`src/rtl/logic_unit_pipe.sv`:
```
// Bitwise logic unit: one of eight ops on two WIDTH-bit operands, registered result
// buffered in a 2-entry skid behind valid/ready, with zero/parity flags and a delivery count.
module logic_unit_pipe #(
  parameter int unsigned WIDTH = 8,
  parameter int unsigned CNT_W = 16
) (
  input  logic             clk,
  input  logic             rst,
  input  logic             in_valid,
  output logic             in_ready,
  input  logic [WIDTH-1:0] a,
  input  logic [WIDTH-1:0] b,
  input  logic [2:0]       op,
  output logic             out_valid,
  input  logic             out_ready,
  output logic [WIDTH-1:0] y,
  output logic             y_zero,
  output logic             y_parity,
  output logic [CNT_W-1:0] op_count
);

  typedef enum logic [1:0] {StEmpty, StOne, StTwo} state_e;

  state_e           r_state;
  logic             r_in_ready;
  logic             r_out_valid;
  logic [WIDTH-1:0] r_y;
  logic             r_zero;
  logic             r_parity;
  logic [WIDTH-1:0] r_skid;
  logic [CNT_W-1:0] r_count;

  logic [WIDTH-1:0] w_res;
  logic             w_acc;
  logic             w_dlv;

  assign w_acc = in_valid & r_in_ready;
  assign w_dlv = r_out_valid & out_ready;

  always_comb begin
    w_res = '0;
    case (op)
      3'd0:    w_res = a & b;
      3'd1:    w_res = a | b;
      3'd2:    w_res = a ^ b;
      3'd3:    w_res = ~(a & b);
      3'd4:    w_res = ~(a | b);
      3'd5:    w_res = ~(a ^ b);
      3'd6:    w_res = ~a;
      default: w_res = a;
    endcase
  end

  // Flags are recomputed whenever OUT is loaded so they always track the y on the port.
  always_ff @(posedge clk or posedge rst) begin
    if (rst) begin
      r_state     <= StEmpty;
      r_in_ready  <= 1'b0;
      r_out_valid <= 1'b0;
      r_y         <= '0;
      r_zero      <= 1'b1;
      r_parity    <= 1'b0;
      r_skid      <= '0;
      r_count     <= '0;
    end else begin
      if (w_dlv) begin
        r_count <= r_count + CNT_W'(1);
      end
      case (r_state)
        StEmpty: begin
          r_in_ready <= 1'b1;
          if (w_acc) begin
            r_y         <= w_res;
            r_zero      <= (w_res == '0);
            r_parity    <= ^w_res;
            r_out_valid <= 1'b1;
            r_state     <= StOne;
          end
        end
        StOne: begin
          if (w_acc && w_dlv) begin
            r_y      <= w_res;
            r_zero   <= (w_res == '0);
            r_parity <= ^w_res;
          end else if (w_acc) begin
            r_skid     <= w_res;
            r_in_ready <= 1'b0;
            r_state    <= StTwo;
          end else if (w_dlv) begin
            r_out_valid <= 1'b0;
            r_state     <= StEmpty;
          end
        end
        StTwo: begin
          if (w_dlv) begin
            r_y        <= r_skid;
            r_zero     <= (r_skid == '0);
            r_parity   <= ^r_skid;
            r_in_ready <= 1'b1;
            r_state    <= StOne;
          end
        end
        default: begin
          r_state     <= StEmpty;
          r_in_ready  <= 1'b0;
          r_out_valid <= 1'b0;
        end
      endcase
    end
  end

  assign in_ready  = r_in_ready;
  assign out_valid = r_out_valid;
  assign y         = r_y;
  assign y_zero    = r_zero;
  assign y_parity  = r_parity;
  assign op_count  = r_count;

endmodule

```
`config.mk`:
```
export PLATFORM = sky130hd
export DESIGN_NAME = logic_unit_pipe
export DESIGN_NICKNAME = d
export VERILOG_FILES = /design/src/rtl/logic_unit_pipe.sv
export SDC_FILE = /design/constraint.sdc
export NUM_CORES = 1
export LEC_CHECK = 0
export CORE_MARGIN = 2
export CORE_UTILIZATION = 53
export DETAILED_ROUTE_END_ITERATION = 10
export GPL_TIMING_DRIVEN = 0
export PLACE_DENSITY = 0.8
export SLEW_MARGIN = 20
export SYNTH_ARGS = -nofsm -noshare
export SYNTH_HDL_FRONTEND = slang
export SYNTH_SLANG_ARGS = --single-unit
```
`constraint.sdc`:
```
create_clock -name clk -period 1.7 [get_ports clk]
set_input_delay 0.425 -clock clk [delete_from_list [all_inputs] [get_ports clk]]
set_output_delay 0.425 -clock clk [all_outputs]
set_load 0.01 [all_outputs]
```
# ---- Word level (Yosys, flattened, before mapping)
# Index checks and enable logic that the tools add are counted.
dict set report word_totals {
  ff_bits 38
  input_bits 23
  output_inout_bits 28
  word_cells 77
}
dict set report op_classes {
  add_sub_neg 1
  n_eq_ne 16
  n_mux 28
  bitwise_logic 11
  n_reduce_logical 13
}
# cell count
set op_table {}
lappend op_table {{$pmux 8 s7} 1}
lappend op_table {{$not 8->8} 4}
lappend op_table {{$mux 8} 3}
lappend op_table {{$pmux 8 s3} 1}
lappend op_table {{$add 16x1->16 const B} 1}
lappend op_table {{$logic_not 8->1} 2}
lappend op_table {{$reduce_xor 8->1} 2}
lappend op_table {{$ne 2x2->1 const B} 7}
lappend op_table {{$mux 1} 13}
lappend op_table {{$pmux 1 s3} 4}
lappend op_table {{$mux 2} 5}
lappend op_table {{$eq 3x3->1 const B} 3}
lappend op_table {{$and 8x8->8} 1}
lappend op_table {{$or 8x8->8} 1}
lappend op_table {{$reduce_and 4->1} 2}
lappend op_table {{$xor 8x8->8} 1}
lappend op_table {{$eq 3x2->1 const B} 2}
lappend op_table {{$pmux 2 s3} 1}
lappend op_table {{$reduce_and 3->1} 2}
lappend op_table {{$reduce_and 5->1} 1}
lappend op_table {{$eq 3x1->1 const B} 1}
lappend op_table {{$logic_not 3->1} 1}
lappend op_table {{$ne 3x3->1 const B} 1}
lappend op_table {{$reduce_bool 3->1} 1}
lappend op_table {{6 further kinds} 8}

# ---- Depth between registers and ports, before layout
# Gate-level depths: netlist of the first run.
dict set report logic_depth {
  word_depth 6
  ltp_mapped 12
}

# ---- Worst setup path after synthesis of the first run
# OpenSTA, ideal clock, no wires.
dict set report synth_path {
  kind {input to register}
  start {input port a[5]}
  end {register r_parity (netlist: y_parity)}
  arrival_ns 2.092
  required_time_ns 1.577
  setup_slack_ns -0.515
  path_stages 12
  cell_sequence {inv_1 > ha_1 > or2_1 > nor2b_1 > o31a_1 > nor2_1 > inv_1 > ha_1 > xor2_1 > xnor2_1 > o21ai_0 > a21oi_1}
}
dict set report synth_via {
  elab_chain_cells 6
}
# item line
set synth_rtl {}
lappend synth_rtl {{start: declaration} 11} ;# input logic [WIDTH-1:0] a,
lappend synth_rtl {{$xor 8x8->8, or another cell as far along} {45, 48}}
lappend synth_rtl {{$not 8->8, on equally long branches} {48, 46, 47}}
lappend synth_rtl {{$pmux 8 s7 (*)} 42} ;# case (op)
lappend synth_rtl {{$reduce_xor 8->1 (*)} {75, 84}}
lappend synth_rtl {{$mux 1, on equally long branches} {81, 72}}
lappend synth_rtl {{$pmux 1 s3 (*)} 69} ;# case (r_state)
lappend synth_rtl {{end signal: assignment} 75} ;# r_parity <= ^w_res;
lappend synth_rtl {{end signal: assignment} 84} ;# r_parity <= ^w_res;
lappend synth_rtl {{end signal: assignment} 98} ;# r_parity <= ^r_skid;
lappend synth_rtl {{end: declaration} 29} ;# logic r_parity;
# Every way passes the cells marked *; elsewhere a longest branch is shown, timed or not. The select of a mux whose other input is x is not followed.
# A chain may end at the register's enable or synchronous reset.

# ---- Final worst setup path of the first run
# Same ends and word-level chain as after synthesis.

==> results.cfg, run 1 <==
[synthesis]
synth_nets = 378
yosysWarningCount = 0
post_synth_instance_area_um2 = 2850
post_synth_inst_count = 330
synth_edf_count = 0
ys_seq_elements = 38
synth.largest_area_cell = sky130_fd_sc_hd__dfrtp_1
synth-async-reset-ratio_pct = 100
synth_top_area_share_pct = 32.5
synthTopCellsByArea = sky130_fd_sc_hd__dfrtp_1 32%, sky130_fd_sc_hd__ha_1 11%, sky130_fd_sc_hd__xnor2_1 5.8%, sky130_fd_sc_hd__nand2_1 4.3%, sky130_fd_sc_hd__inv_1 3.8%
seq_area_frac_synth_pct = 33.4
postSynthAreaPerCell_um2 = 8.64
synth_flop_cell = sky130_fd_sc_hd__dfrtp_1
synth_cell_type_count = 47

[hold_path]
hold_class = in2async

[global_route]
groute.usage.overall_pct = 26.2
largest_net_degree_at_the_start_of_global_routing = 35
global_route.overflow_total = 0
grt_pass1_vias = 2750
grt_first_pass_wirelength_um = 12800
initial_antenna_violation_count = 0

[route]
drt_pre_antenna_iters = 5
dr_total_vias = 2825
routed_wire_length_per_instance_um = 16.0
antenna_violating_nets_post_route = 0
vias_per_cell = 5.78
postRouteWirelength_um = 7840
remaining_drc_errors = 0
dr.first_iter.drc_count = 208

[floorplan]
die_h_um = 77.4
initial_core_util_pct = 55.5
fp-row-count = 26
die-area_um2 = 5980
ios = 51
fp.coreArea_um2 = 5140
die-width_um = 77.4

[critical_path]
worstPathMaxFanout = 2
worst-setup-path-type = in2reg
crit_required_ns = 1.88
worstSetupEndpointType = flop
worst_ep_arrival_time_ns = 2.30
setup_slack_of_the_most_critical_reg_to_reg_path_ns = 0.10
cp-start-kind = primary input

[power_and_ir_drop]
power.static_leakage_uw = 0.00179
total_power_uw = 4810
p_per_area_nw_per_um2 = 1180
vdd.ir_drop.worst_mv = 1.03

[clock_network]
tritoncts = yes
sink_count = 38
clock_latency_reported_for_the_late_side_of_the_worst_skew_pair_ns = 0.29
hold_buffers = 0
cts_made_buffers = 5
cts-root-to-sink-buffers = 2
clkSlewWorstSetupHoldPaths_ns = 0.08
cts_root_buffer = sky130_fd_sc_hd__clkbuf_8
cts.htree.levels = 2

[cells_and_area]
final_core_utilization_pct = 79.2
area.growth.synth_to_final_pct = 42.8
final_cell_mix = 34 x sky130_fd_sc_hd__dfrtp_1, 32 x sky130_fd_sc_hd__nand2_1, 30 x sky130_fd_sc_hd__buf_4
fillers = 348
final_net_count = 466
multi_input_comb_area_um2 = 1940
share_of_layout_cells_above_drive_strength_1_pct = 33.2
antenna-diode-count = 0
register_area_um2 = 956
layout.cells.most_common = sky130_fd_sc_hd__dfrtp_1

[sta]
tightestPinTransition_ns = 0.315
finalSetupTns_ns = -0.480
maxSlewHeadroom_pct = 79.0
rsz0062_at_grt = true
slew_violations = 0
final.setup_skew_ns = 0.00799
timing.final.hold_violations = 0
pnr_worst_setup_slack_ns = -0.425
fmaxAchievable_mhz = 470
period_minus_slack_ns = 2.13
holdWs_ns = 0.335
finalCritPeriodShare_pct = 125
setup_viol_count_final = 2

[status]
failed_checks = setup timing
status = finished with violations

[placement]
place_congestion = 0.814
detailedPlace.worstSlack_ns = -1.39
dp.final_hpwl_um = 4850
place.port_buffers = 49

[flow_run]
cap_violations = 0
through the flow:
| step | std cells | area [um^2] |
|---|---|---|
| 2_1_floorplan | 330 | 2890 |
| 3_3_place_gp | 449 | 3460 |
| 3_5_place_dp | 450 | 3480 |
| 4_1_cts | 486 | 4010 |
| 5_1_grt | 489 | 4070 |
| 6_report | 489 | 4070 |
worst paths after layout:
check,from,end,cells past startpoint
max,a[5],y_parity,13
min,rst,op_count[12],2
max reg2reg,r_state[0],y[3],7
min reg2reg,op_count[15],op_count[15],1
max in group asynchronous,rst,y_zero,3
min in group clk,op_count[15],op_count[15],1
cell usage after synthesis, types with 8 or more instances:
cell / instances
sky130_fd_sc_hd__dfrtp_1: 37
sky130_fd_sc_hd__nand2_1: 33
sky130_fd_sc_hd__inv_1: 29
sky130_fd_sc_hd__nor2_1: 28
sky130_fd_sc_hd__ha_1: 25
sky130_fd_sc_hd__xnor2_1: 19
sky130_fd_sc_hd__o211ai_1: 14
sky130_fd_sc_hd__nor2b_1: 13
sky130_fd_sc_hd__a21oi_1: 12
sky130_fd_sc_hd__o21ai_0: 12
sky130_fd_sc_hd__buf_2: 11
sky130_fd_sc_hd__o21a_1: 9
sky130_fd_sc_hd__o21ai_1: 9
sky130_fd_sc_hd__nand3_1: 8
sky130_fd_sc_hd__nand4_1: 8
sky130_fd_sc_hd__nor3_1: 8
sequential cells by signal, indices dropped and copies added, names as in the netlist:
name       flops
r_state        2
out_valid      1
in_ready       1
y              8
r_skid         8
y_zero         1
op_count      16
y_parity       1
critical path, cell delays in order:
cell	delay (ns)
sky130_fd_sc_hd__buf_12	0.09
sky130_fd_sc_hd__inv_12	0.03
sky130_fd_sc_hd__ha_4	0.13
sky130_fd_sc_hd__or2_1	0.21
sky130_fd_sc_hd__nor2b_1	0.13
sky130_fd_sc_hd__o31a_1	0.27
sky130_fd_sc_hd__nor2_2	0.17
sky130_fd_sc_hd__inv_2	0.08
sky130_fd_sc_hd__ha_4	0.24
sky130_fd_sc_hd__xor2_2	0.14
sky130_fd_sc_hd__xnor2_1	0.12
sky130_fd_sc_hd__o21ai_1	0.18
sky130_fd_sc_hd__a21oi_1	0.09
where the power goes:
part	internal, uW	switching, uW	total [uW]
Clock	326	316	642
Sequential	1240	262	1510
Combinational	1330	1330	2660
Total	2900	1910	4810
routing by layer:
metal	vias up	routed length (um)	track usage [%]
met1	1348	3290	34.5
met2	134	3890	44.4
met3	25	490	4.65
met5	-	0	0
met4	0	165	7.50
li1	1318	-	-
cells by family (layout without fill, tap and decap cells):
logic type	Yosys count	after routing	share of synthesized area [%]
simple gates	114	114	19.4
compound gates	83	83	21.0
buf+inv	47	136	8.12
flops	38	38	33.4
fa+ha+maj	25	25	11.0
xor+xnor	22	22	6.76
mux	1	1	0.395
what timing repair did:
action / CTS / global route
pin swaps: 42 / 31
endpoints found under the setup margin: 33 / 26
cloned: 3 / 1
setup buffers: 25 / 6
gates resized for setup: 133 / 24
endpoints found under the hold margin: 0 / 0
layout make-up:
class                      instances  area share [%]
buffer                            18            3.63
clock buffer                       6            2.03
clock inverter                     2           0.307
inverter                          29            3.23
multi-input combinational        245            47.7
sequential                        38            23.5
tap                               70            2.15
timing repair buffer              81            17.5
Power figures use the tool's default switching activity.
==> inputs of run 2 (changes only) <==
- GPL_ROUTABILITY_DRIVEN: unset -> 0
- HOLD_SLACK_MARGIN: unset -> 0.06
- SLEW_MARGIN: 20 -> 10
==> run 2 against run 1 <==
  * The flow still finishes with violations (setup timing)
  * Die area unchanged
  * Wire length increased by 6.5%
  * Via count rose by 1.2%
  * Non-clock buffer count increased by 7
  * Critical endpoint unchanged
  * Largest cell class unchanged
==> results.cfg, run 2 (synthesized netlist as in run 1, its figures left out) <==
[cells_and_area]
multi_input_comb_area_um2 = 1920
share_of_layout_cells_above_drive_strength_1_pct = 32.9
antenna-diode-count = 0
fillers = 329
layout.cells.most_common = sky130_fd_sc_hd__buf_4
final_cell_mix = 40 x sky130_fd_sc_hd__buf_4, 36 x sky130_fd_sc_hd__dfrtp_1, 31 x sky130_fd_sc_hd__nand2_1
register_area_um2 = 953
final_net_count = 473
area.growth.synth_to_final_pct = 44.7
final_core_utilization_pct = 80.3
max_reg_flops = 16

[sta]
period_minus_slack_ns = 2.21
slew_violations = 0
tightestPinTransition_ns = 0.783
finalSetupTns_ns = -0.868
rsz0062_at_grt = true
finalCritPeriodShare_pct = 130
final.setup_skew_ns = 0.00822
timing.final.hold_violations = 0
setup_viol_count_final = 4
maxSlewHeadroom_pct = 47.8
pnr_worst_setup_slack_ns = -0.510
fmaxAchievable_mhz = 452

[route]
dr.first_iter.drc_count = 223
postRouteWirelength_um = 8350
routed_wire_length_per_instance_um = 16.8
dr_total_vias = 2858
remaining_drc_errors = 0
antenna_violating_nets_post_route = 0
drt_pre_antenna_iters = 5
vias_per_cell = 5.76

[critical_path]
worst-setup-path-type = in2reg
worstSetupEndpointType = flop
worst_ep_arrival_time_ns = 2.38
cp-start-kind = primary input
reg2regPathDepth = 6
worstPathMaxFanout = 2
crit_required_ns = 1.87

[power_and_ir_drop]
power.static_leakage_uw = 0.00187
vdd.ir_drop.worst_mv = 0.925
p_per_area_nw_per_um2 = 1210

[hold_path]
timing.hold.worst_path_depth = 1
hold_class = reg2reg

[floorplan]
fp-row-count = 26
die-width_um = 77.4
die_h_um = 77.4
initial_core_util_pct = 55.5
die-area_um2 = 5980
fp.coreArea_um2 = 5140
ios = 51

[global_route]
grt_pass1_vias = 2668
grt_first_pass_wirelength_um = 12600
initial_antenna_violation_count = 0
global_route.overflow_total = 0
largest_net_degree_at_the_start_of_global_routing = 39
groute.usage.overall_pct = 25.8

[clock_network]
cts_root_buffer = sky130_fd_sc_hd__clkbuf_8
cts_made_buffers = 5
clock_latency_reported_for_the_late_side_of_the_worst_skew_pair_ns = 0.29
cts.htree.levels = 2
tritoncts = yes
clkSlewWorstSetupHoldPaths_ns = 0.08
cts-root-to-sink-buffers = 2
sink_count = 38

[status]
status = finished with violations
failed_checks = setup timing

[flow_run]
cap_violations = 0

[placement]
place.port_buffers = 49
dp.final_hpwl_um = 4770
## run 2: final timing paths
kind / startpoint / end / slack (ns)
worst max register to register: r_state[1] / y[3] / 0.01
worst min register to register: op_count[15] / op_count[15] / 0.48
min in group asynchronous: rst / op_count[7] / 0.61
worst min-delay path: op_count[15] / op_count[15] / 0.48
worst max-delay path: a[5] / y_parity / -0.51
max in group asynchronous: rst / out_valid / 0.53
## run 2: worst max-delay path: stages
cell,delay (ns)
sky130_fd_sc_hd__buf_12,0.09
sky130_fd_sc_hd__inv_12,0.03
sky130_fd_sc_hd__ha_4,0.14
sky130_fd_sc_hd__or2_1,0.23
sky130_fd_sc_hd__nor2b_4,0.13
sky130_fd_sc_hd__o31a_1,0.26
sky130_fd_sc_hd__nor2_2,0.18
sky130_fd_sc_hd__inv_2,0.08
sky130_fd_sc_hd__ha_4,0.24
sky130_fd_sc_hd__xor2_2,0.14
sky130_fd_sc_hd__xnor2_1,0.12
sky130_fd_sc_hd__o21ai_1,0.20
sky130_fd_sc_hd__a21oi_1,0.11
## run 2: layout make-up
cell class | instances | area share (%)
Multi-Input combinational cell | 245 | 46.5
Sequential cell | 38 | 23.1
Timing Repair Buffer | 88 | 18.9
Buffer | 18 | 3.49
Inverter | 29 | 3.12
Tap cell | 70 | 2.12
Clock buffer | 7 | 2.09
Clock inverter | 1 | 0.728
## run 2: metal layers
metal | share of wire [%] | routed length (um) | GRT usage (%)
met1 | 41 | 3390 | 34.7
met2 | 51 | 4300 | 43.6
met3 | 6.0 | 505 | 4.07
met4 | 1.9 | 156 | 6.43
met5 | 0 | 0 | 0
## run 2: timing repair
action                     in CTS  in global routing
pin swaps                      35                 28
cloned                          2                  0
setup buffers                  25                 12
setup endpoints to repair      35                 19
hold buffers                    0                  0
gates resized for setup        99                 37
## run 2: through the flow
stage	instance area [um^2]	hold WS, ns	power (uW)	instances	setup WS (ns)
floorplan	2890	0.473	2880	330	-0.470
global placement	3460	0.459	3600	449	-1.33
detailed placement	3460	0.472	3670	449	-1.38
CTS	3940	0.485	4720	484	-0.399
global route	4130	0.500	5300	496	-0.582
finish	4130	0.483	4970	496	-0.510
## run 2: power breakdown
part | switching [uW] | internal, uW
registers | 235 | 1240
clock network | 315 | 479
logic | 1330 | 1380
